==> config.mk <==
export PLATFORM = sky130hd
export DESIGN_NAME = iter_alu_flat
export DESIGN_NICKNAME = d
export VERILOG_FILES = /design/src/rtl/iter_alu_if.sv /design/src/rtl/iter_alu.sv /design/src/flat_wrapper.sv
export SDC_FILE = /design/constraint.sdc
export NUM_CORES = 1
export LEC_CHECK = 0
export BUFFER_PORTS_ARGS = -buffer_cell sky130_fd_sc_hd__buf_4
export CORE_MARGIN = 4
export CORE_UTILIZATION = 35
export CTS_BUF_LIST = sky130_fd_sc_hd__clkbuf_8
export DETAILED_ROUTE_END_ITERATION = 7
export PLACE_DENSITY_LB_ADDON = 0.1
export RECOVER_POWER = 25
export SYNTH_ARGS = -nofsm -noshare
export SYNTH_HDL_FRONTEND = slang
export SYNTH_SLANG_ARGS = --single-unit
==> constraint.sdc <==
create_clock -name clk_i -period 6.1 [get_ports clk_i]
set_input_delay 0.61 -clock clk_i [delete_from_list [all_inputs] [get_ports clk_i]]
set_output_delay 0.61 -clock clk_i [all_outputs]
set_load 0.005 [all_outputs]
==> src/rtl/iter_alu_if.sv <==
// Handshake and operand/result bundle between the register-file read stage,
// iter_alu and the write-back mux.
interface iter_alu_if #(
  parameter int WIDTH = 32
);
  logic             start_i;
  logic             ready_o;
  logic [WIDTH-1:0] src1_i;
  logic [WIDTH-1:0] src2_i;
  logic [3:0]       ctrl_i;
  logic [WIDTH-1:0] result_o;
  logic             zero_o;
  logic             overflow_o;
  logic             valid_o;

  modport master (
    output start_i, src1_i, src2_i, ctrl_i,
    input  ready_o, result_o, zero_o, overflow_o, valid_o
  );

  modport slave (
    input  start_i, src1_i, src2_i, ctrl_i,
    output ready_o, result_o, zero_o, overflow_o, valid_o
  );
endinterface

==> src/rtl/iter_alu.sv <==
// Registered ALU with valid/ready handshake: single-cycle logic/arith/shift/compare
// ops and a fixed-latency (WIDTH-cycle) iterative shift-add multiplier.
module iter_alu #(
  parameter int WIDTH = 32
) (
  input  logic      clk_i,
  input  logic      rst_i,
  iter_alu_if.slave bus
);
  localparam int SHW = $clog2(WIDTH);

  typedef enum logic [3:0] {
    OP_AND  = 4'd0,
    OP_OR   = 4'd1,
    OP_ADD  = 4'd2,
    OP_MUL  = 4'd3,
    OP_SLL  = 4'd4,
    OP_SRL  = 4'd5,
    OP_SUB  = 4'd6,
    OP_SLT  = 4'd7,
    OP_SLTU = 4'd8,
    OP_NOR  = 4'd12
  } op_e;

  typedef enum logic {
    ST_IDLE,
    ST_MUL
  } state_e;

  state_e           state;
  logic [WIDTH-1:0] mcand;
  logic [WIDTH-1:0] mplier;
  logic [WIDTH-1:0] acc;
  logic [SHW-1:0]   count;

  logic             ready;
  logic             accept;
  logic [WIDTH-1:0] sum;
  logic [WIDTH-1:0] diff;
  logic [SHW-1:0]   shamt;
  logic [WIDTH-1:0] alu_result;
  logic             alu_ovf;
  logic [WIDTH-1:0] acc_next;

  assign ready       = (state == ST_IDLE);
  assign bus.ready_o = ready;
  assign accept      = bus.start_i && ready;

  assign sum   = bus.src1_i + bus.src2_i;
  assign diff  = bus.src1_i - bus.src2_i;
  assign shamt = bus.src2_i[SHW-1:0];

  // NOTE: every output of a combinational block gets a default before the case,
  // otherwise unlisted opcodes would infer latches.
  always_comb begin
    alu_result = '0;
    alu_ovf    = 1'b0;
    case (bus.ctrl_i)
      OP_AND:  alu_result = bus.src1_i & bus.src2_i;
      OP_OR:   alu_result = bus.src1_i | bus.src2_i;
      OP_ADD: begin
        alu_result = sum;
        alu_ovf    = (bus.src1_i[WIDTH-1] == bus.src2_i[WIDTH-1]) &&
                     (sum[WIDTH-1] != bus.src1_i[WIDTH-1]);
      end
      OP_SUB: begin
        alu_result = diff;
        alu_ovf    = (bus.src1_i[WIDTH-1] != bus.src2_i[WIDTH-1]) &&
                     (diff[WIDTH-1] != bus.src1_i[WIDTH-1]);
      end
      OP_SLL:  alu_result = bus.src1_i << shamt;
      OP_SRL:  alu_result = bus.src1_i >> shamt;
      OP_SLT:  alu_result = {{(WIDTH-1){1'b0}}, $signed(bus.src1_i) < $signed(bus.src2_i)};
      OP_SLTU: alu_result = {{(WIDTH-1){1'b0}}, bus.src1_i < bus.src2_i};
      OP_NOR:  alu_result = ~(bus.src1_i | bus.src2_i);
      default: begin
        alu_result = '0;
        alu_ovf    = 1'b0;
      end
    endcase
  end

  // One shift-add step; the final step's sum is what gets written on completion.
  assign acc_next = acc + (mplier[0] ? mcand : '0);

  // NOTE: sequential state uses non-blocking assignments so every register
  // samples pre-edge values regardless of statement order.
  always_ff @(posedge clk_i) begin
    if (rst_i) begin
      state          <= ST_IDLE;
      mcand          <= '0;
      mplier         <= '0;
      acc            <= '0;
      count          <= '0;
      bus.result_o   <= '0;
      bus.zero_o     <= 1'b1;
      bus.overflow_o <= 1'b0;
      bus.valid_o    <= 1'b0;
    end else begin
      bus.valid_o <= 1'b0;
      case (state)
        ST_IDLE: begin
          if (accept) begin
            if (bus.ctrl_i == OP_MUL) begin
              mcand  <= bus.src1_i;
              mplier <= bus.src2_i;
              acc    <= '0;
              count  <= '0;
              state  <= ST_MUL;
            end else begin
              bus.result_o   <= alu_result;
              bus.zero_o     <= (alu_result == '0);
              bus.overflow_o <= alu_ovf;
              bus.valid_o    <= 1'b1;
            end
          end
        end
        ST_MUL: begin
          acc    <= acc_next;
          mcand  <= mcand << 1;
          mplier <= mplier >> 1;
          count  <= count + 1'b1;
          if (count == SHW'(WIDTH - 1)) begin
            bus.result_o   <= acc_next;
            bus.zero_o     <= (acc_next == '0);
            bus.overflow_o <= 1'b0;
            bus.valid_o    <= 1'b1;
            state          <= ST_IDLE;
          end
        end
        default: state <= ST_IDLE;
      endcase
    end
  end
endmodule

==> src/flat_wrapper.sv <==
// flat-port wrapper written by rule: the top's interface ports become plain ports
module iter_alu_flat 
#(
  parameter int WIDTH = 32
)
  (clk_i, rst_i, bus_start_i, bus_src1_i, bus_src2_i, bus_ctrl_i, bus_ready_o, bus_result_o, bus_zero_o, bus_overflow_o, bus_valid_o);
  iter_alu_if #(.WIDTH(WIDTH)) bus_i ();
  input  logic clk_i;
  input  logic rst_i;
  input wire logic [$bits(bus_i.start_i)-1:0] bus_start_i;
  input wire logic [$bits(bus_i.src1_i)-1:0] bus_src1_i;
  input wire logic [$bits(bus_i.src2_i)-1:0] bus_src2_i;
  input wire logic [$bits(bus_i.ctrl_i)-1:0] bus_ctrl_i;
  output wire logic [$bits(bus_i.ready_o)-1:0] bus_ready_o;
  output wire logic [$bits(bus_i.result_o)-1:0] bus_result_o;
  output wire logic [$bits(bus_i.zero_o)-1:0] bus_zero_o;
  output wire logic [$bits(bus_i.overflow_o)-1:0] bus_overflow_o;
  output wire logic [$bits(bus_i.valid_o)-1:0] bus_valid_o;
  assign bus_i.start_i = bus_start_i;
  assign bus_i.src1_i = bus_src1_i;
  assign bus_i.src2_i = bus_src2_i;
  assign bus_i.ctrl_i = bus_ctrl_i;
  assign bus_ready_o = bus_i.ready_o;
  assign bus_result_o = bus_i.result_o;
  assign bus_zero_o = bus_i.zero_o;
  assign bus_overflow_o = bus_i.overflow_o;
  assign bus_valid_o = bus_i.valid_o;
  iter_alu #(.WIDTH(WIDTH)) u_core (.clk_i(clk_i), .rst_i(rst_i), .bus(bus_i));
endmodule
==> results of run 1 <==
## through the flow
stage	std cells	util (%)	instance area [sq um]	hold WS, ns	power, mW
3_3_place_gp	2992	38.3	17900	0.443	2.11
4_1_cts	3024	39.3	18400	0.461	3.01
3_5_place_dp	2992	38.3	17900	0.448	2.10
2_1_floorplan	2405	-	16600	0.441	1.63
6_report	3024	39.2	18300	0.457	3.01
5_1_grt	3024	39.2	18300	0.484	3.15
## power groups by stage
stage / Clock, mW / Combinational (mW) / Sequential (mW)
4_1_cts: 0.926 / 1.15 / 0.936
6_report: 0.895 / 1.18 / 0.935
5_1_grt: 0.962 / 1.25 / 0.939
3_5_place_dp: 0 / 1.14 / 0.957
2_1_floorplan: 0 / 0.681 / 0.951
3_3_place_gp: 0 / 1.15 / 0.956
## layer usage
layer  wire (um)  track usage [%]  share of wire, %  vias to the layer above
met5           0                0                 0                        -
met4        2950             10.2               3.6                        0
met3        5670             5.34               6.9                      138
met2       35900             48.7                44                      800
met1       37000             43.6                45                     9095
li1            -                -                 -                     8758
## logic make-up after synthesis
group           after synthesis  synth area share (%)
fa+ha+maj                   145                  11.1
flops                       137                  16.5
buf+inv                     285                  6.51
compound gates              815                  31.5
xor+xnor                     48                  2.53
simple gates                870                  23.9
mux                         105                  7.97
## synth_stat cells, types with 32 or more instances
| library cell | instances |
|---|---|
| nand3_1 | 49 |
| nor3_1 | 48 |
| inv_1 | 105 |
| nand2_1 | 208 |
| buf_1 | 36 |
| clkbuf_1 | 133 |
| a21oi_1 | 311 |
| dfxtp_1 | 137 |
| o21ai_0 | 105 |
| o22ai_1 | 43 |
| ha_1 | 142 |
| a211oi_1 | 42 |
| mux2i_1 | 59 |
| nor2_1 | 365 |
| o211ai_1 | 32 |
| a22oi_1 | 48 |
| and2_1 | 44 |
## layout make-up
class	count	area, sq um	share of cell area, %
multi-input cells	1983	12800	69.9
flip-flops and latches	137	2750	15.0
repair buffers	158	1160	6.34
well taps	607	759	4.15
inverters	107	402	2.19
clock buffers	19	262	1.43
clock inverters	13	190	1.04
## registers in the layout, indices dropped and copies added (netlist names)
signal / cells
u_core.mplier: 32
u_core.bus.overflow_o: 1
u_core.count: 5
u_core.bus.zero_o: 1
u_core.state: 1
u_core.bus.valid_o: 1
u_core.bus.result_o: 32
u_core.acc: 32
u_core.mcand: 32
## path summary, 6_finish.rpt
kind,startpoint,to,slack (ns),depth (start not counted)
worst max-delay path,u_core.mplier[0],u_core.bus.zero_o,0.69,15
worst min-delay path,u_core.bus.result_o[23],u_core.bus.result_o[23],0.46,2
worst max register to register,u_core.mplier[0],u_core.bus.zero_o,0.69,15
worst min register to register,u_core.bus.result_o[23],u_core.bus.result_o[23],0.46,2
## critical path, stage by stage, from the launching register on
cell and delay [ns]:
dfxtp_1 0.63, and2_1 0.34, ha_1 0.21, fa_1 0.44, a21o_1 0.21, a21oi_1 0.17
xnor2_1 0.09, or4_1 0.45, or4_1 0.42, or3_1 0.32, nor3_1 0.44, nand4_1 0.22
or4_1 0.43, or4_1 0.39, or4_1 0.46, o211ai_1 0.11
## cells in the final DEF (no fill, tap or decap), drive strengths merged, types with 23 or more instances in the layout
| cell type | synthesis | routed |
|---|---|---|
| a211oi | 43 | 43 |
| a21o | 28 | 28 |
| a21oi | 312 | 312 |
| a22oi | 48 | 48 |
| a31oi | 23 | 23 |
| and2 | 46 | 46 |
| buf | 45 | 121 |
| clkbuf | 133 | 56 |
| dfxtp | 137 | 137 |
| ha | 142 | 142 |
| inv | 105 | 108 |
| mux2 | 27 | 27 |
| mux2i | 59 | 59 |
| nand2 | 208 | 208 |
| nand3 | 49 | 49 |
| nor2 | 365 | 365 |
| nor3 | 48 | 48 |
| o211ai | 32 | 32 |
| o21ai | 105 | 105 |
| o22ai | 43 | 43 |
| xnor2 | 29 | 29 |
==> flow_summary.json, run 1 <==
{
  "status": "complete, but fails checks",
  "violations": "max-capacitance violations, max-slew violations",
  "synth_cell_type_count": 76,
  "insertedDiodeCount": 0,
  "drc": 0,
  "grt-ovfl-total": 0,
  "cts_made_buffers": 17,
  "cts_resized": 0,
  "vias": 18800,
  "dp_slack_ns": 0.321,
  "hold_viol_final": 0,
  "period_needed_ns": 5.41,
  "cts.htree.levels": 4,
  "synth_ff_type": "dfxtp_1",
  "clock_latency_ns": 0.54,
  "drive_gt1_share_pct": 10.6,
  "worst_pin_slew_ns": 2.91,
  "cp_data_arrival_time_ns": 5.89,
  "syn_area_sq_um": 16600,
  "grt_pass1_vias": 17600,
  "die_w_um": 226,
  "post-cts-setup-buffer-count": 0,
  "internal-power_mw": 1.77,
  "fmax_mhz": 185,
  "setup_ws_ns": 0.686,
  "drtPass1Iterations": 6,
  "grt_start_max_net_pins": 146,
  "synth_warnings": 0,
  "syn_inst": 2405,
  "finalNetCount": 2620,
  "fillers": 5148,
  "synth.top_cells.by_area": "dfxtp_1 17%, ha_1 11%, a21oi_1 9.4%, nor2_1 8.3%, nand2_1 4.7%",
  "ys_async_sr_fraction_pct": 0,
  "crit_path_end_kind": "flip-flop",
  "critPathKind": "flip-flop to flip-flop",
  "start_util_pct": 35.5,
  "clk_pin_slew_worst_paths_ns": 0.09,
  "core-area_sq_um": 46800,
  "track_usage_pct": 31.1,
  "finalMaxSlewViolations": 82,
  "clockBufferDepth": 2,
  "setup_viol": 0,
  "postCtsHoldBufs": 0,
  "ys_ff_latch": 137,
  "power_density_nw_per_um2": 164,
  "synth_edf_count": 0,
  "yosysSeqAreaShare_pct": 16.5,
  "rsz0062_at_grt": "no",
  "vdd_drop_max_v": 0.000129,
  "hpwlAfterDp_mm": 63.2,
  "rows": 79,
  "io_buffers": 106,
  "avgRoutedWirePerCell_um": 27.0,
  "clock_sinks": 137,
  "seq_power_share_pct": 31.1,
  "ant_nets": 0,
  "comb_power_share_pct": 39.1,
  "die_h_um": 226,
  "viasPerCell": 6.21,
  "syn-num-nets": 2621,
  "cts_tree": "built",
  "grt_pass1_wl_mm": 119,
  "die_area_sq_um": 51000,
  "cts_root_buffer": "clkbuf_8",
  "maxCapViolCount": 1,
  "finClkSkew_ns": 0.0194,
  "drt-total-wl_mm": 81.5,
  "place_congestion": 0.974,
  "switching_share_pct": 41.0,
  "boundaryPins": 107,
  "synth_area_leader_cell": "dfxtp_1",
  "power.leakage_nw": 7.64,
  "path_max_fanout": 33,
  "clock_power_share_pct": 29.8,
  "avgSynthCellArea_sq_um": 6.90,
  "maxSlewHeadroom_pct": -94.6,
  "hold_path.class": "flip-flop to flip-flop",
  "crit_required_ns": 6.57,
  "period_share_pct": 88.7,
  "areaGrowthSynthToFinish_pct": 10.3,
  "cp-start-kind": "flip-flop",
  "tns_ns": 0,
  "synth_top_area_share_pct": 16.5,
  "antenna_found_initial": 0,
  "drtIter0Drc": 1970,
  "switchingPower_mw": 1.23
}
Power figures use the tool's default switching activity.
==> inputs of run 2 (changes only) <==
--- a/config.mk
+++ b/config.mk
@@ -7,7 +7,7 @@
 export LEC_CHECK = 0
 export BUFFER_PORTS_ARGS = -buffer_cell sky130_fd_sc_hd__buf_4
 export CORE_MARGIN = 4
-export CORE_UTILIZATION = 35
+export CORE_UTILIZATION = 40
 export CTS_BUF_LIST = sky130_fd_sc_hd__clkbuf_8
 export DETAILED_ROUTE_END_ITERATION = 7
 export PLACE_DENSITY_LB_ADDON = 0.1
==> constraint.sdc (replaced) <==
create_clock -name clk_i -period 4.81 [get_ports clk_i]
set_input_delay 0.481 -clock clk_i [delete_from_list [all_inputs] [get_ports clk_i]]
set_output_delay 0.481 -clock clk_i [all_outputs]
set_load 0.005 [all_outputs]
==> run 2 against run 1 <==
Net effect:
- the run still ends with max-capacitance violations, max-slew violations left
- fmax is 17% higher
- first-iteration DRC count is 1.5% lower
- die area is 12% lower
- register-to-register slack worse by 0.51 ns
- setup slack worse by 0.51 ns
- clock power is 11% higher
- clock skew is 0.0032 ns lower
- critical endpoint unchanged
- largest cell class unchanged
==> flow_summary.json, run 2 (same netlist as run 1, synthesis figures left out) <==
{
  "status": "complete, but fails checks",
  "violations": "max-capacitance violations, max-slew violations",
  "viasPerCell": 6.26,
  "boundaryPins": 107,
  "tns_ns": 0,
  "drtPass1Iterations": 6,
  "clock_sinks": 137,
  "track_usage_pct": 33.9,
  "clock_latency_ns": 0.54,
  "holdWs_ns": 0.450,
  "finClkSkew_ns": 0.0161,
  "r2r-end": "u_core.bus.zero_o",
  "dp.cells": 3033,
  "grt_most_used_layer": "met2",
  "setup_viol": 0,
  "rsz0062_at_grt": "no",
  "hold_viol_final": 0,
  "final_util_pct": 46.8,
  "cts_root_buffer": "clkbuf_8",
  "grt-ovfl-total": 0,
  "final_common_cell": "nor2_1",
  "path_max_fanout": 7,
  "finalMaxSlewViolations": 65,
  "worst_pin_slew_ns": 2.75,
  "fmax_mhz": 216,
  "met3_usage_pct": 4.95,
  "rr_worst_depth": 15,
  "insertedDiodeCount": 0,
  "start_util_pct": 40.6,
  "core-area_sq_um": 40900,
  "grt_pass1_vias": 18000,
  "drive_gt1_share_pct": 14.9,
  "finalNetCount": 2737,
  "drc": 0,
  "hpwlAfterDp_mm": 61.8,
  "place_congestion": 0.998,
  "stdcell_count": 3066,
  "maxCapViolCount": 2,
  "final_cell_mix": "363 x nor2_1, 308 x a21oi_1, 233 x buf_4, 208 x nand2_1, 142 x ha_1",
  "rrSetupSlack_ns": 0.18,
  "crit_path_end": "u_core.bus.zero_o",
  "rows": 74,
  "period_share_pct": 96.3,
  "io_buffers": 106,
  "startpoint": "u_core.mplier[0]",
  "grt_pass1_wl_mm": 116,
  "cts_tree": "built",
  "areaGrowthSynthToFinish_pct": 15.3,
  "die_h_um": 212,
  "grtUsageMet1_pct": 46.9,
  "crit_path_end_kind": "flip-flop",
  "antenna_found_initial": 1,
  "cts.htree.levels": 4,
  "ant_nets": 0,
  "vias": 19200,
  "drtIter0Drc": 1941,
  "fillers": 4326,
  "r2r-start": "u_core.mplier[0]",
  "clockBufferDepth": 2,
  "vdd_drop_max_v": 0.000268,
  "power_density_nw_per_um2": 198,
  "power.leakage_nw": 8.21,
  "period_needed_ns": 4.63,
  "die_w_um": 212,
  "crit_required_ns": 5.27,
  "cp_data_arrival_time_ns": 5.09,
  "grt_start_max_net_pins": 81,
  "maxSlewHeadroom_pct": -83.2,
  "cts_made_buffers": 17,
  "critPathKind": "flip-flop to flip-flop",
  "clk_pin_slew_worst_paths_ns": 0.08,
  "cp-start-kind": "flip-flop",
  "avgRoutedWirePerCell_um": 25.5,
  "drt-total-wl_mm": 78.1,
  "postCtsHoldBufs": 0,
  "hold_path.class": "flip-flop to flip-flop",
  "gr-usage-met2_pct": 53.1,
  "die_area_sq_um": 44800
}
run 2: per-layer routing:
layer / share of wire [%] / vias to the layer above
li1: - / 8988
met1: 44 / 9196
met2: 45 / 863
met3: 7.1 / 132
met4: 4.4 / 2
met5: 0.010 / -
run 2: cell type report:
cell class / count / area, sq um / area share, %
Multi-Input combinational cell: 1983 / 12800 / 67.0
Sequential cell: 137 / 2740 / 14.3
Timing Repair Buffer: 275 / 2110 / 11.0
Tap cell: 532 / 666 / 3.48
Inverter: 107 / 402 / 2.10
Clock buffer: 18 / 248 / 1.29
Clock inverter: 14 / 148 / 0.772
run 2: worst min path at each step:
stage / start / slack, ns / cells after the start / to
2_1_floorplan: u_core.acc[10] / 0.44 / 2 / u_core.acc[10]
3_3_place_gp: u_core.bus.result_o[30] / 0.44 / 2 / u_core.bus.result_o[30]
3_5_place_dp: u_core.bus.result_o[21] / 0.45 / 2 / u_core.bus.result_o[21]
4_1_cts: bus_src2_i[31] / 0.39 / 5 / u_core.mplier[31]
5_1_grt: bus_src2_i[31] / 0.47 / 5 / u_core.mplier[31]
6_report: u_core.bus.result_o[30] / 0.45 / 2 / u_core.bus.result_o[30]
run 2: critical path: stages (launching register included):
cell      delay, ns
dfxtp_2        0.34
and2_1         0.16
ha_1           0.21
fa_2           0.38
a21o_1         0.21
a221o_1        0.40
a211oi_4       0.38
o31ai_1        0.14
a311o_1        0.32
a221o_1        0.32
a21oi_2        0.15
xnor2_1        0.09
or4_1          0.51
or4_1          0.41
or4_4          0.44
o211ai_1       0.09
run 2: power breakdown:
group	leakage (nW)	switching, mW	total, mW	internal, mW
logic	6.90	1.01	1.60	0.593
registers	1.11	0.0211	1.18	1.16
clock network	0.199	0.521	0.997	0.476
total	8.21	1.55	3.78	2.23
run 2: repair_timing:
| action | 4_1_cts | 5_1_grt |
|---|---|---|
| gates resized for setup | 1 | 7 |
| pin swaps | 1 | 3 |
| buffers inserted | 0 | 1 |
| setup endpoints to repair | 1 | 1 |
run 2: per-stage QoR:
step                      total power, mW  setup WS (ns)  area, sq um
after floorplan                      2.07         0.0385        16600
after global placement               2.78       -0.00464        18800
after detailed placement             2.77        -0.0586        18800
after CTS                            3.80         0.0133        19200
after global routing                 3.97         0.0287        19100
final                                3.78          0.180        19100
==> inputs of run 3 (changes only) <==
--- a/config.mk
+++ b/config.mk
@@ -10,7 +10,6 @@
 export CORE_UTILIZATION = 40
 export CTS_BUF_LIST = sky130_fd_sc_hd__clkbuf_8
 export DETAILED_ROUTE_END_ITERATION = 7
-export PLACE_DENSITY_LB_ADDON = 0.1
 export RECOVER_POWER = 25
 export SYNTH_ARGS = -nofsm -noshare
 export SYNTH_HDL_FRONTEND = slang
==> run 3 against run 2 <==
Net effect:
- the run still ends with max-capacitance violations, max-slew violations left
- worst hold slack better by 0.010 ns
- cell count is essentially flat
- clock power is 11% higher
- setup slack got worse by 0.036 ns
- first-iteration DRC count rose by 13%
- count of clock-buffer cells in the layout unchanged
- largest cell class unchanged
- largest power group unchanged
==> flow_summary.json, run 3 (same netlist as run 1, synthesis figures left out) <==
{
  "rows": 74,
  "die_area_sq_um": 44800,
  "status": "complete, but fails checks",
  "areaGrowthSynthToFinish_pct": 15.6,
  "power_density_nw_per_um2": 203,
  "rsz0062_at_grt": "no",
  "boundaryPins": 107,
  "period_share_pct": 97.0,
  "wl_met3_mm": 5.56,
  "finalNetCount": 2737,
  "cp-start-kind": "flip-flop",
  "core-area_sq_um": 40900,
  "grt_start_max_net_pins": 139,
  "final_cell_mix": "363 x nor2_1, 309 x a21oi_1, 232 x buf_4, 207 x nand2_1, 142 x ha_1",
  "cts_made_buffers": 17,
  "finalMaxSlewViolations": 168,
  "clock_latency_ns": 0.51,
  "setup_viol": 0,
  "hold_path.class": "flip-flop to flip-flop",
  "hold_depth": 2,
  "path_max_fanout": 5,
  "place_congestion": 1.00,
  "dpl_cell_area_sq_um": 18800,
  "stdcell_count": 3067,
  "tns_ns": 0,
  "crit_required_ns": 5.24,
  "drtPass1Iterations": 8,
  "cts_tree": "built",
  "maxCapViolCount": 2,
  "drive_gt1_share_pct": 15.0,
  "dp.cells": 3033,
  "postCtsHoldBufs": 0,
  "rr_worst_depth": 15,
  "period_needed_ns": 4.67,
  "vias": 19400,
  "clock_sinks": 137,
  "track_usage_pct": 33.7,
  "cts_root_buffer": "clkbuf_8",
  "die_w_um": 212,
  "avgRoutedWirePerCell_um": 25.4,
  "power.leakage_nw": 8.26,
  "cts.htree.levels": 4,
  "clk_pin_slew_worst_paths_ns": 0.09,
  "hpwlAfterDp_mm": 61.5,
  "drtIter0Drc": 2185,
  "dr_wl_met2_mm": 33.2,
  "antenna_found_initial": 1,
  "violations": "max-capacitance violations, max-slew violations",
  "crit_path_end_kind": "flip-flop",
  "cp_data_arrival_time_ns": 5.10,
  "stdcell_area_sq_um": 19200,
  "final_common_cell": "nor2_1",
  "fillers": 4366,
  "die_h_um": 212,
  "clockBufferDepth": 2,
  "ant_nets": 0,
  "vdd_drop_max_v": 0.000249,
  "power_mw": 3.90,
  "hold_viol_final": 0,
  "start_util_pct": 40.6,
  "fmax_mhz": 214,
  "grt-ovfl-total": 0,
  "maxSlewHeadroom_pct": -85.9,
  "topRoutingLayerUsed": "met4",
  "final_util_pct": 46.9,
  "finClkSkew_ns": 0.0137,
  "grt_pass1_wl_mm": 116,
  "viasPerCell": 6.32,
  "io_buffers": 106,
  "drc": 0,
  "drt-total-wl_mm": 78.0,
  "grt_pass1_vias": 18400,
  "critPathKind": "flip-flop to flip-flop",
  "drt-met1-wl_mm": 34.7,
  "worst_pin_slew_ns": 2.79
}
## run 3: cell types whose count changed in the layout (fill, tap and decap cells not counted), moves of 2 or more
cell	change
clkinvlp_4	-2
clkbuf_4	+4
clkbuf_1	-4
clkinv_2	-2
bufinv_16	+2
## run 3: what timing repair did
action,4_1_cts,5_1_grt
resized for setup,1,8
buffers inserted,0,1
endpoints found under the setup margin,1,1
pin swaps,0,3
## run 3: final timing paths
| kind | slack, ns | to | from |
|---|---|---|---|
| min | 0.46 | u_core.bus.result_o[13] | u_core.bus.result_o[13] |
| min reg2reg | 0.46 | u_core.bus.result_o[13] | u_core.bus.result_o[13] |
| max reg2reg | 0.14 | u_core.bus.zero_o | u_core.mplier[0] |
| max | 0.14 | u_core.bus.zero_o | u_core.mplier[0] |
## run 3: metrics by stage
step | hold slack, ns | setup WS [ns]
global route | 0.476 | 0.00328
finish | 0.460 | 0.144
detailed placement | 0.449 | -0.0513
global placement | 0.443 | -0.0141
CTS | 0.449 | 0.0369
floorplan | 0.441 | 0.0385
## run 3: critical path: stages (launching register included)
cell and delay (ns):
dfxtp_2 0.34, and2_1 0.15, ha_1 0.21, fa_2 0.38, a21o_1 0.22, a221o_1 0.39, a211oi_4 0.37, o31ai_2 0.12
a311o_1 0.36, a221o_1 0.32, a21oi_2 0.15, xnor2_1 0.09, or4_1 0.53, or4_1 0.40, or4_1 0.45, o211ai_1 0.11
## run 3: layer usage
layer | track usage (%) | vias to the layer above
met3 | 5.16 | 199
met2 | 50.6 | 889
met4 | 17.0 | 0
met5 | 0 | -
met1 | 46.8 | 9309
li1 | - | 8992
## run 3: power by group
| group | internal [mW] | total (mW) | switching (mW) | leakage (nW) |
|---|---|---|---|---|
| registers | 1.16 | 1.18 | 0.0197 | 1.11 |
| clock network | 0.583 | 1.11 | 0.525 | 0.229 |
| logic | 0.594 | 1.60 | 1.01 | 6.92 |
## run 3: layout make-up
cell class / count / area (sq um) / area share, %
antenna: 1 / 2.50 / 0.0130
clock buffer: 18 / 248 / 1.29
clock inverter: 14 / 195 / 1.02
inverter: 107 / 402 / 2.09
multi-input combinational: 1983 / 12800 / 66.8
sequential: 137 / 2740 / 14.3
tap: 532 / 666 / 3.47
timing repair buffer: 275 / 2110 / 11.0
